$ cat src/rtl/escape_color_pipeline_pkg.sv
// Shared types and constants for the escape-count colouring pipeline.
// Holds the sample mode encoding and the 16-entry power-up palette.
package escape_color_pipeline_pkg;

    typedef enum logic [1:0] {
        DIRECT = 2'd0,
        INTERP = 2'd1,
        GREY   = 2'd2,
        RSVD   = 2'd3
    } mode_e;

    localparam int DEF_PAL_N = 16;

    // {R,G,B}, 8 bits per channel
    localparam logic [23:0] DEFAULT_PALETTE [DEF_PAL_N] = '{
        24'h1415FF, 24'h1EA18F, 24'h22B14C, 24'hFFF200,
        24'hFF7F27, 24'hED1C24, 24'hA349A4, 24'h3F48CC,
        24'h00A2E8, 24'hB5E61D, 24'hFFC90E, 24'hC8BFE7,
        24'h7092BE, 24'h99D9EA, 24'hEFE4B0, 24'hFFFFFF
    };

endpackage

$ cat src/rtl/escape_color_pipeline_lerp.sv
// One colour channel of the interpolate blend: c0 + floor((c1 - c0) * frac / 2^FRAC_W).
module channel_lerp #(
    parameter int CH_W   = 8,
    parameter int FRAC_W = 4
) (
    input  logic [CH_W-1:0]   c0,
    input  logic [CH_W-1:0]   c1,
    input  logic [FRAC_W-1:0] frac,
    output logic [CH_W-1:0]   c
);

    localparam int PW = CH_W + FRAC_W + 2;
    localparam logic signed [PW-1:0] CH_MAX = PW'((2 ** CH_W) - 1);

    logic signed [CH_W:0]   diff;
    logic signed [PW-1:0]   prod;
    logic signed [PW-1:0]   step;
    logic signed [PW-1:0]   sum;

    // frac < 2^FRAC_W keeps the result between c0 and c1; the clamp only guards the cast
    function automatic logic [CH_W-1:0] sat_ch(input logic signed [PW-1:0] v);
        if (v < 0)
            return '0;
        else if (v > CH_MAX)
            return '1;
        else
            return v[CH_W-1:0];
    endfunction

    always_comb begin
        diff = $signed({1'b0, c1}) - $signed({1'b0, c0});
        prod = PW'(diff) * PW'($signed({1'b0, frac}));
        step = prod >>> FRAC_W;
        sum  = PW'($signed({1'b0, c0})) + step;
        c    = sat_ch(sum);
    end

endmodule

$ cat src/rtl/escape_color_pipeline.sv
// Maps escape counts to RGB through a rotatable palette: capture/index, palette read, blend/output.
module escape_color_pipeline
    import escape_color_pipeline_pkg::*;
#(
    parameter int ESC_W     = 8,
    parameter int PAL_DEPTH = 16,
    parameter int CH_W      = 8,
    parameter int FRAC_W    = 4
) (
    input  logic                          clk,
    input  logic                          reset,
    input  logic                          in_valid,
    output logic                          in_ready,
    input  logic [ESC_W-1:0]              escape,
    input  logic [1:0]                    mode,
    input  logic [ESC_W-1:0]              max_iter,
    input  logic                          pal_we,
    input  logic [$clog2(PAL_DEPTH)-1:0]  pal_addr,
    input  logic [3*CH_W-1:0]             pal_wdata,
    input  logic                          rotate_tick,
    output logic                          out_valid,
    input  logic                          out_ready,
    output logic [CH_W-1:0]               R,
    output logic [CH_W-1:0]               G,
    output logic [CH_W-1:0]               B
);

    localparam int IDX_W = $clog2(PAL_DEPTH);
    localparam int PAL_W = 3 * CH_W;

    logic [PAL_W-1:0]  palette [PAL_DEPTH];
    logic [IDX_W-1:0]  offset;
    logic              advance;

    logic              vld_p0, vld_p1, vld_p2;
    logic [IDX_W-1:0]  idx_p0;
    logic [FRAC_W-1:0] frac_p0, frac_p1;
    mode_e             mode_p0, mode_p1;
    logic              inside_p0, inside_p1;
    logic [CH_W-1:0]   grey_p0, grey_p1;
    logic [PAL_W-1:0]  c0_p1, c1_p1;

    mode_e             mode_in;
    logic [ESC_W-1:0]  esc_sh;
    logic [IDX_W-1:0]  idx_in;
    logic [IDX_W-1:0]  idx_nxt;
    logic [CH_W-1:0]   lerp_r, lerp_g, lerp_b;
    logic [CH_W-1:0]   r_nxt, g_nxt, b_nxt;

    // Each 8-bit default channel is rescaled MSB-first into CH_W bits
    function automatic logic [PAL_W-1:0] default_entry(input int i);
        logic [23:0]      raw;
        logic [PAL_W-1:0] res;
        raw = DEFAULT_PALETTE[i[3:0]];
        for (int ch = 0; ch < 3; ch++)
            res[ch*CH_W +: CH_W] = CH_W'({raw[ch*8 +: 8], {CH_W{1'b0}}} >> 8);
        return res;
    endfunction

    assign advance   = ~vld_p2 | out_ready;
    assign in_ready  = advance;
    assign out_valid = vld_p2;
    assign idx_nxt   = idx_p0 + 1'b1;

    always_ff @(posedge clk or posedge reset) begin
        if (reset) begin
            for (int i = 0; i < PAL_DEPTH; i++)
                palette[i] <= default_entry(i);
        end else if (pal_we) begin
            palette[pal_addr] <= pal_wdata;
        end
    end

    always_ff @(posedge clk or posedge reset) begin
        if (reset)
            offset <= '0;
        else if (rotate_tick)
            offset <= offset + 1'b1;
    end

    always_comb begin
        mode_in = (mode == RSVD) ? DIRECT : mode_e'(mode);
        esc_sh  = (mode_in == INTERP) ? (escape >> FRAC_W) : escape;
        idx_in  = esc_sh[IDX_W-1:0] + offset;
    end

    // Stage p0: capture and palette index; stage p1: palette read
    always_ff @(posedge clk) begin
        if (advance) begin
            idx_p0    <= idx_in;
            frac_p0   <= escape[FRAC_W-1:0];
            mode_p0   <= mode_in;
            inside_p0 <= (escape == max_iter);
            grey_p0   <= escape[ESC_W-1 -: CH_W];
            c0_p1     <= palette[idx_p0];
            c1_p1     <= palette[idx_nxt];
            frac_p1   <= frac_p0;
            mode_p1   <= mode_p0;
            inside_p1 <= inside_p0;
            grey_p1   <= grey_p0;
        end
    end

    channel_lerp #(.CH_W(CH_W), .FRAC_W(FRAC_W)) u_lerp_r (
        .c0(c0_p1[2*CH_W +: CH_W]), .c1(c1_p1[2*CH_W +: CH_W]), .frac(frac_p1), .c(lerp_r));
    channel_lerp #(.CH_W(CH_W), .FRAC_W(FRAC_W)) u_lerp_g (
        .c0(c0_p1[CH_W +: CH_W]),   .c1(c1_p1[CH_W +: CH_W]),   .frac(frac_p1), .c(lerp_g));
    channel_lerp #(.CH_W(CH_W), .FRAC_W(FRAC_W)) u_lerp_b (
        .c0(c0_p1[0 +: CH_W]),      .c1(c1_p1[0 +: CH_W]),      .frac(frac_p1), .c(lerp_b));

    always_comb begin
        r_nxt = c0_p1[2*CH_W +: CH_W];
        g_nxt = c0_p1[CH_W +: CH_W];
        b_nxt = c0_p1[0 +: CH_W];
        if (inside_p1) begin
            r_nxt = '0;
            g_nxt = '0;
            b_nxt = '0;
        end else if (mode_p1 == GREY) begin
            r_nxt = grey_p1;
            g_nxt = grey_p1;
            b_nxt = grey_p1;
        end else if (mode_p1 == INTERP) begin
            r_nxt = lerp_r;
            g_nxt = lerp_g;
            b_nxt = lerp_b;
        end
    end

    // Stage p2: registered colour output
    always_ff @(posedge clk or posedge reset) begin
        if (reset) begin
            vld_p0 <= 1'b0;
            vld_p1 <= 1'b0;
            vld_p2 <= 1'b0;
            R      <= '0;
            G      <= '0;
            B      <= '0;
        end else if (advance) begin
            vld_p0 <= in_valid;
            vld_p1 <= vld_p0;
            vld_p2 <= vld_p1;
            if (vld_p1) begin
                R <= r_nxt;
                G <= g_nxt;
                B <= b_nxt;
            end
        end
    end

endmodule

$ cat config.mk
export PLATFORM = sky130hd
export DESIGN_NAME = escape_color_pipeline
export DESIGN_NICKNAME = d
export VERILOG_FILES = /design/src/rtl/escape_color_pipeline_pkg.sv /design/src/rtl/escape_color_pipeline_lerp.sv /design/src/rtl/escape_color_pipeline.sv
export SDC_FILE = /design/constraint.sdc
export NUM_CORES = 1
export LEC_CHECK = 0
export BUFFER_PORTS_ARGS = -buffer_cell sky130_fd_sc_hd__buf_2
export CAP_MARGIN = 20
export CORE_MARGIN = 2
export CORE_UTILIZATION = 30
export CTS_CLUSTER_SIZE = 28
export DETAILED_ROUTE_END_ITERATION = 16
export GPL_TIMING_DRIVEN = 0
export HOLD_SLACK_MARGIN = 0.06
export PLACE_DENSITY = 0.48
export REMOVE_ABC_BUFFERS = 1
export SYNTH_ARGS = -nofsm -noshare
export SYNTH_HDL_FRONTEND = slang
export SYNTH_SLANG_ARGS = --single-unit
$ cat constraint.sdc
create_clock -name clk -period 32.8 [get_ports clk]
set_input_delay 0 -clock clk [delete_from_list [all_inputs] [get_ports clk]]
set_output_delay 0 -clock clk [all_outputs]
set_load 0.01 [all_outputs]
# ---- Word-level counts from Yosys, hierarchy flattened
# Index checks and enable logic that the tools add are counted.
dict set report classes {
  shift 0
  n_reduce_logical 2
  div 0
  mul 3
  bitwise 5
  addsub 9
  mux 26
  magnitude_cmp 10
  n_eq_ne 5
}
# operator count
set op_table {}
lappend op_table {{bitwise mux 384 bit} 1}
lappend op_table {{binary-select mux 24 bit (select 4 bit)} 2}
lappend op_table {{2-to-1 mux 24 bit} 5}
lappend op_table {{2-to-1 mux 8 bit} 15}
lappend op_table {{demux 24 bit (select 4 bit)} 1}
lappend op_table {{multiplier 9 x 5 -> 14 bit} 3}
lappend op_table {{adder 9 x 10 -> 11 bit} 3}
lappend op_table {{greater-than comparator 11 x 9 -> 1 bit (second input constant)} 3}
lappend op_table {{< comparator 11 x 1 -> 1 bit (second input constant)} 3}
lappend op_table {{subtractor 8 x 8 -> 9 bit} 3}
lappend op_table {{>= comparator 5 bit (second input constant)} 3}
lappend op_table {{NOT 4 -> 5 bit} 3}
lappend op_table {{adder 4 x 1 -> 4 bit (second input constant)} 2}
lappend op_table {{== test 8 bit} 1}
lappend op_table {{< comparator 5 x 1 -> 1 bit (second input constant)} 1}
lappend op_table {{adder 4 bit} 1}
lappend op_table {{== test 2 x 1 -> 1 bit (second input constant)} 2}
lappend op_table {{== test 2 bit (second input constant)} 2}
lappend op_table {{2-to-1 mux 4 bit} 1}
lappend op_table {{2-to-1 mux 2 bit} 1}
lappend op_table {{AND reduction 2 bit} 1}
lappend op_table {{logical AND 1 bit} 1}
lappend op_table {{NOT 1 bit} 1}
lappend op_table {{OR 1 bit} 1}
dict set report totals {
  mem_bits_rw 0
  output_inout_bits 26
  register_bits 497
  input_bits 52
  latch_bits 0
  mem_bits_ro 0
  elab_cells 94
  n_memories 0
}

# ---- Depth between registers and ports, before layout
dict set report depth {
  word_depth 9
  mapped_depth 31
  mapped_depth_nobuf 31
}

# ---- Cells and area by module
# From an unflattened synthesis, not the netlist that was laid out.
dict set report unflattened {
  cells_unflattened 2712
  area_unflattened_um2 32252.2
}
# mod seq_area_each_um2 cells_per_inst area_per_inst_um2 n_inst
set by_module_without_submodules {}
lappend by_module_without_submodules {escape_color_pipeline 12876.1 1876 25538.2 1}
lappend by_module_without_submodules {{channel_lerp (u_lerp_g ...)} 0.0 253 2122.0 2}
lappend by_module_without_submodules {{channel_lerp (u_lerp_b)} 0.0 330 2469.9 1}

# ---- Worst setup path after synthesis
# No wires, ideal clock.
dict set report synth_path {
  path_kind {register -> register}
  start {register c0_p1[9]}
  end {register G[0]}
  required_ns 32.662
  path_buffers 0
  path_stages_with_launch 32
  slack_ns 26.227
  arrival_ns 6.434
  period_less_slack_ns 6.573
  setup_time_ns 0.138
  path_cell_list {edfxtp_1 inv_1 ha_1 nor2b_1 o21ai_0 nand2b_1 a21o_1 a21o_1 a21o_1 a21oi_1 xnor2_1 and2_1 ha_1 fa_1 inv_1 fa_1 inv_1 ha_1 o2111a_1 o31ai_1 nand3_1 o21ai_0 nor2b_1 xnor2_1 ha_1 or3_1 nor4_1 nor2_2 a2111oi_4 o41ai_4 a31oi_1 o21ai_0}
}
dict set report synth_via {
  elab_chain_len 9
  elab_cells_between_ends 10
  classes_between {add/sub (2); mul (1); order compare (2); mux (5)}
}
# element line
set synth_lines {}
lappend synth_lines {{from (decl)} escape_color_pipeline.sv:41} ;# logic [PAL_W-1:0] c0_p1, c1_p1;
lappend synth_lines {{from (signal assigned)} escape_color_pipeline.sv:95} ;# c0_p1 <= palette[idx_p0];
lappend synth_lines {{subtractor 8 x 8 -> 9 bit} escape_color_pipeline_lerp.sv:31} ;# diff = $signed({1'b0, c1}) - $signed({1'b0, c0});
lappend synth_lines {{multiplier 9 x 5 -> 14 bit} escape_color_pipeline_lerp.sv:32} ;# prod = PW'(diff) * PW'($signed({1'b0, frac}));
lappend synth_lines {{adder 9 x 10 -> 11 bit (*)} escape_color_pipeline_lerp.sv:34} ;# sum = PW'($signed({1'b0, c0})) + step;
lappend synth_lines {{greater-than comparator 11 x 9 -> 1 bit} escape_color_pipeline_lerp.sv:24} ;# else if (v > CH_MAX)
lappend synth_lines {{2-to-1 mux 8 bit} escape_color_pipeline_lerp.sv:24}
lappend synth_lines {{2-to-1 mux 8 bit (*)} escape_color_pipeline_lerp.sv:22} ;# if (v < 0)
lappend synth_lines {{2-to-1 mux 8 bit (*)} escape_color_pipeline.sv:123} ;# end else if (mode_p1 == INTERP) begin
lappend synth_lines {{2-to-1 mux 8 bit (*)} escape_color_pipeline.sv:119} ;# end else if (mode_p1 == GREY) begin
lappend synth_lines {{2-to-1 mux 8 bit (*)} escape_color_pipeline.sv:115} ;# if (inside_p1) begin
lappend synth_lines {{to (signal assigned)} escape_color_pipeline.sv:145} ;# G <= g_nxt;
lappend synth_lines {{to (decl)} escape_color_pipeline.sv:24} ;# output logic [CH_W-1:0] G,
# Mark *: on every way between the ends. The rest lies on a longest branch, timed or not.
# A chain may end at the register's enable or synchronous reset.

# ---- Final worst setup path
dict set report layout_path {
  start {register c0_p1[9]}
  end {register G[7]}
}
# The elaborated chain is that of the path after synthesis.

==> reports/metrics.sh <==
FINAL_CRITICAL_PATH_TIME_INCLUDING_I_O_DELAYS_AND_SETUP_PS=7720
YS_FF_LATCH=489
WORST_SETUP_PATH_START_KIND='register'
CRITICALPATHCATEGORY='register to register'
TIMING_HOLD_VIOLATIONS_FINAL=0
FINAL-MAX-SLEW-VIOLATION-COUNT=0
CLOCKROOTBUFFER='sky130_fd_sc_hd__clkbuf_16'
FIN_WS_PS=25080
LAYOUT_COMMONEST_CELL='sky130_fd_sc_hd__mux2_2'
WIRE_LENGTH_OF_THE_FIRST_GLOBAL_ROUTING_PASS_MM=130
DETAILED_PLACE_HPWL_MM=60.8
SLEW_HEADROOM=0.274
POST_DRT_WL_PER_CELL_UM=22.8
ENDPOINT_KIND='register'
DETAIL_ROUTE.FIRST_PASS.ITERATIONS=5
TIMING.RR.END='G[7]$_DFFE_PP0P_'
PLACEMENT_ROWS=116
ROUTED_VIA_DENSITY=5.12
TRITONCTS_NUM_SINKS=489
WORSTPATHMAXFANOUT=8
ROUTE.ANTENNA.REMAINING_NETS=0
PLACEMENT.SETUP.WORST_SLACK_PS=25110
HOLDCRITSTARTPOINT='pal_addr[1]'
CLK_TRANSITION_REPORTED_PATHS_PS=60
MET2_USAGE=0.283
VIA_COUNT=19100
NETLIST.TOP_CELL.BY_AREA='sky130_fd_sc_hd__dfstp_2'
GRT.TOTAL_USAGE=0.164
SYNTH_CELLS=2220
DIE_HEIGHT_UM=323
MAXCAPVIOLCOUNT=0
SYNTHTOPCELLSBYAREA='sky130_fd_sc_hd__dfstp_2, sky130_fd_sc_hd__mux4_2, sky130_fd_sc_hd__dfrtp_1'
TIMING.REG2REG.SETUP_SLACK_PS=25080
N_FILL_CELL=9676
USE_MET3=0.0236
GRT-BUSIEST-LAYER='met2'
ANTENNA_FOUND_INITIAL=6
RUN_STATUS='finished clean'
CTS.PATH.MAX_BUFFERS=3
DIEAREA_UM2=104000
NUMBER_OF_DRC_VIOLATIONS_AFTER_DETAILED_ROUTING_ITERATION_0=1320
CRIT_PATH_TOP_DELAY_CELL='sky130_fd_sc_hd__nor4_1'
REMAINING_DRC_ERRORS=0
TOTALNEGATIVESETUPSLACK_PS=0
UNREPAIRED_SETUP_ENDPOINTS_AFTER_GLOBAL_ROUTING='false'
CRIT_PATH_FREQUENT_CELL='sky130_fd_sc_hd__ha_1'
FLOORPLAN.DIE.WIDTH_UM=323
RR_STARTPOINT='c0_p1[9]$_DFFE_PN_'
SYNTHTOLAYOUTAREAGROWTH_PCT=18.2
MOST-COMMON-LAYOUT-CELLS='sky130_fd_sc_hd__mux2_2, sky130_fd_sc_hd__mux4_2, sky130_fd_sc_hd__dfstp_2'
FLOORPLAN.INITIALDENSITY=0.304
POSTSYNTH.ASYNCRESETSHARE=0.849
CTS_TREE='built'
SYNTHDISTINCTLIBCELLS=72
WORSTMARGINPINSLEW_PS=1090
SYNTHDOMINANTCELLAREASHARE=0.185
WORST_EP_REQUIRED_TIME_PS=33270
FIRST_GLOBAL_VIAS=20800
POST_SYNTH.CELL_AREA_AVG_UM2=13.7
CORE-AREA_UM2=100000
WORST-ENDPOINT-ARRIVAL_PS=8190
HOLDPATHEND='palette[282]$_DFFE_PP1P_'
SYNTH_EDF_COUNT=74
FINALCLOCKSKEW_PS=57.3
MIN_PERIOD_OVER_PERIOD=0.235
TIMING.FMAX_MHz=130
WORSTHOLDPATHCELLS=5
SYNTH_AREA_UM2=30500
WIRELENGTH_MM=85.2
NETS=2566
GRT_UTIL_MET1=0.215
SYNTH_FF_TYPE='sky130_fd_sc_hd__dfstp_2'
GLOBALPLACE.CONGESTION=0.773
CTS-BUFFERS-INSERTED=59
IO_PINS=78
POST_CTS_RESIZED=0
WORSTREGTOREGCELLS=31
NUMPORTBUFFERS=77
HTREE_NUM_LEVELS=2
FINAL_SETUP_VIOLATING_ENDPOINTS=0
POST_ROUTE_CELLS_DRIVE_ABOVE_1_SHARE=0.467
CLKLATENCYLATEPIN_PS=670
SYNTH_SEQ_AREA_SHARE=0.422
CRITICAL-PATH-MAX-STAGE-DELAY_PS=700
YS.WARNINGS.COUNT=0
MAXIMUM_NUMBER_OF_PINS_ON_ONE_NET_BEFORE_GLOBAL_ROUTE_REPAIR=133
GRT_OVERFLOW=0
WORST_HOLD_PATH_TYPE='input pin to register'
## cells in the mapped netlist, drive strengths merged, types with 3 or more instances
| cell | n |
|---|---|
| nand3 | 15 |
| nor4 | 5 |
| mux4 | 240 |
| o211a | 3 |
| xor2 | 19 |
| o31a | 4 |
| clkbuf | 115 |
| mux2 | 390 |
| a22oi | 9 |
| nor2 | 79 |
| a21oi | 45 |
| a222oi | 6 |
| dfstp | 215 |
| or2 | 4 |
| and3 | 7 |
| a211oi | 3 |
| o21ai | 50 |
| nand2 | 59 |
| fa | 61 |
| a22o | 5 |
| a31oi | 18 |
| o2111ai | 3 |
| o211ai | 5 |
| nor2b | 36 |
| nand2b | 13 |
| xnor2 | 50 |
| ha | 125 |
| o41ai | 3 |
| inv | 146 |
| or3 | 6 |
| nand4 | 7 |
| a221o | 4 |
| edfxtp | 74 |
| a21o | 23 |
| nor3 | 19 |
| nand3b | 4 |
| o21bai | 4 |
| buf | 21 |
| o21a | 19 |
| a221oi | 10 |
| dfrtp | 200 |
| and2 | 69 |
| o31ai | 4 |
## how the worst max path moves through the flow
stage / depth (start not counted) / start / to / slack (ps)
global placement: 2 / reset / out_valid$_DFFE_PP0N_ / 16990
detailed placement: 31 / c0_p1[9]$_DFFE_PN_ / G[7]$_DFFE_PP0P_ / 25110
global route: 31 / c0_p1[9]$_DFFE_PN_ / G[6]$_DFFE_PP0P_ / 24570
floorplan: 1 / reset / B[0]$_DFFE_PP0P_ / 21610
finish: 31 / c0_p1[9]$_DFFE_PN_ / G[7]$_DFFE_PP0P_ / 25080
CTS: 31 / c0_p1[9]$_DFFE_PN_ / G[7]$_DFFE_PP0P_ / 25060
## flip-flops by register name (all words and copies together), names as in the netlist, 4 cells and up
name and cells:
B 8, idx_p0 4, grey_p0 5, palette 384, c0_p1 24, c1_p1 24
R 8, offset 4, G 8, grey_p1 5
## critical path, delay by kind of cell (launching register included)
kind / cells / cell delay, ps
AND/OR/NAND/NOR: 8 / 2060
flip-flops: 1 / 610
AO/OA/AOI/OAI: 12 / 2280
XOR/XNOR: 2 / 320
adder cells (fa/ha/maj): 6 / 2080
buffers and inverters: 3 / 180
## metal layers
layer  routed length [um]  vias up  share of wire
met1                37400    10100           0.44
met4                 2340        8          0.027
met3                 3230      143          0.038
li1                     -     8507              -
met5                   53        -        0.00062
met2                42200      360           0.50
## metrics by stage
stage	hold WS [ps]	util	std cells	instance area [um2]
after global placement	236	0.319	3516	32100
after detailed placement	107	0.334	3576	33500
after CTS	70.3	0.359	3736	36100
after global routing	95.8	0.359	3736	36100
final	95.0	0.359	3737	36100
after floorplan	87.1	-	2082	30000
## layout make-up
class	instances	area, um2	share of cell area
multi-input combinational	1447	16700	0.462
sequential	489	12900	0.357
timing repair buffer	185	2210	0.0613
clock buffer	97	1840	0.0511
tap	1357	1700	0.0471
inverter	146	556	0.0154
clock inverter	15	213	0.00590
antenna	1	2.50	0.0000694
## kinds of logic (layout without fill, tap and decap cells)
group	after synthesis	in the layout	share of synthesized area
AO/OA/AOI/OAI	231	231	0.0534
XOR/XNOR	69	69	0.0198
adder cells (fa/ha/maj)	186	186	0.0913
buffers and inverters	284	443	0.0356
flip-flops	489	489	0.422
multiplexers	631	631	0.321
other	0	1	0
AND/OR/NAND/NOR	330	330	0.0564
## timing repair
| item | in CTS | in global routing |
|---|---|---|
| buffers inserted | 0 | 0 |
| hold buffers | 48 | 0 |
| hold endpoints to repair | 539 | 0 |
Power is left out: the tool's default activity adds up to more than one toggle a clock period on the data nets, which glitch-free logic cannot reach.
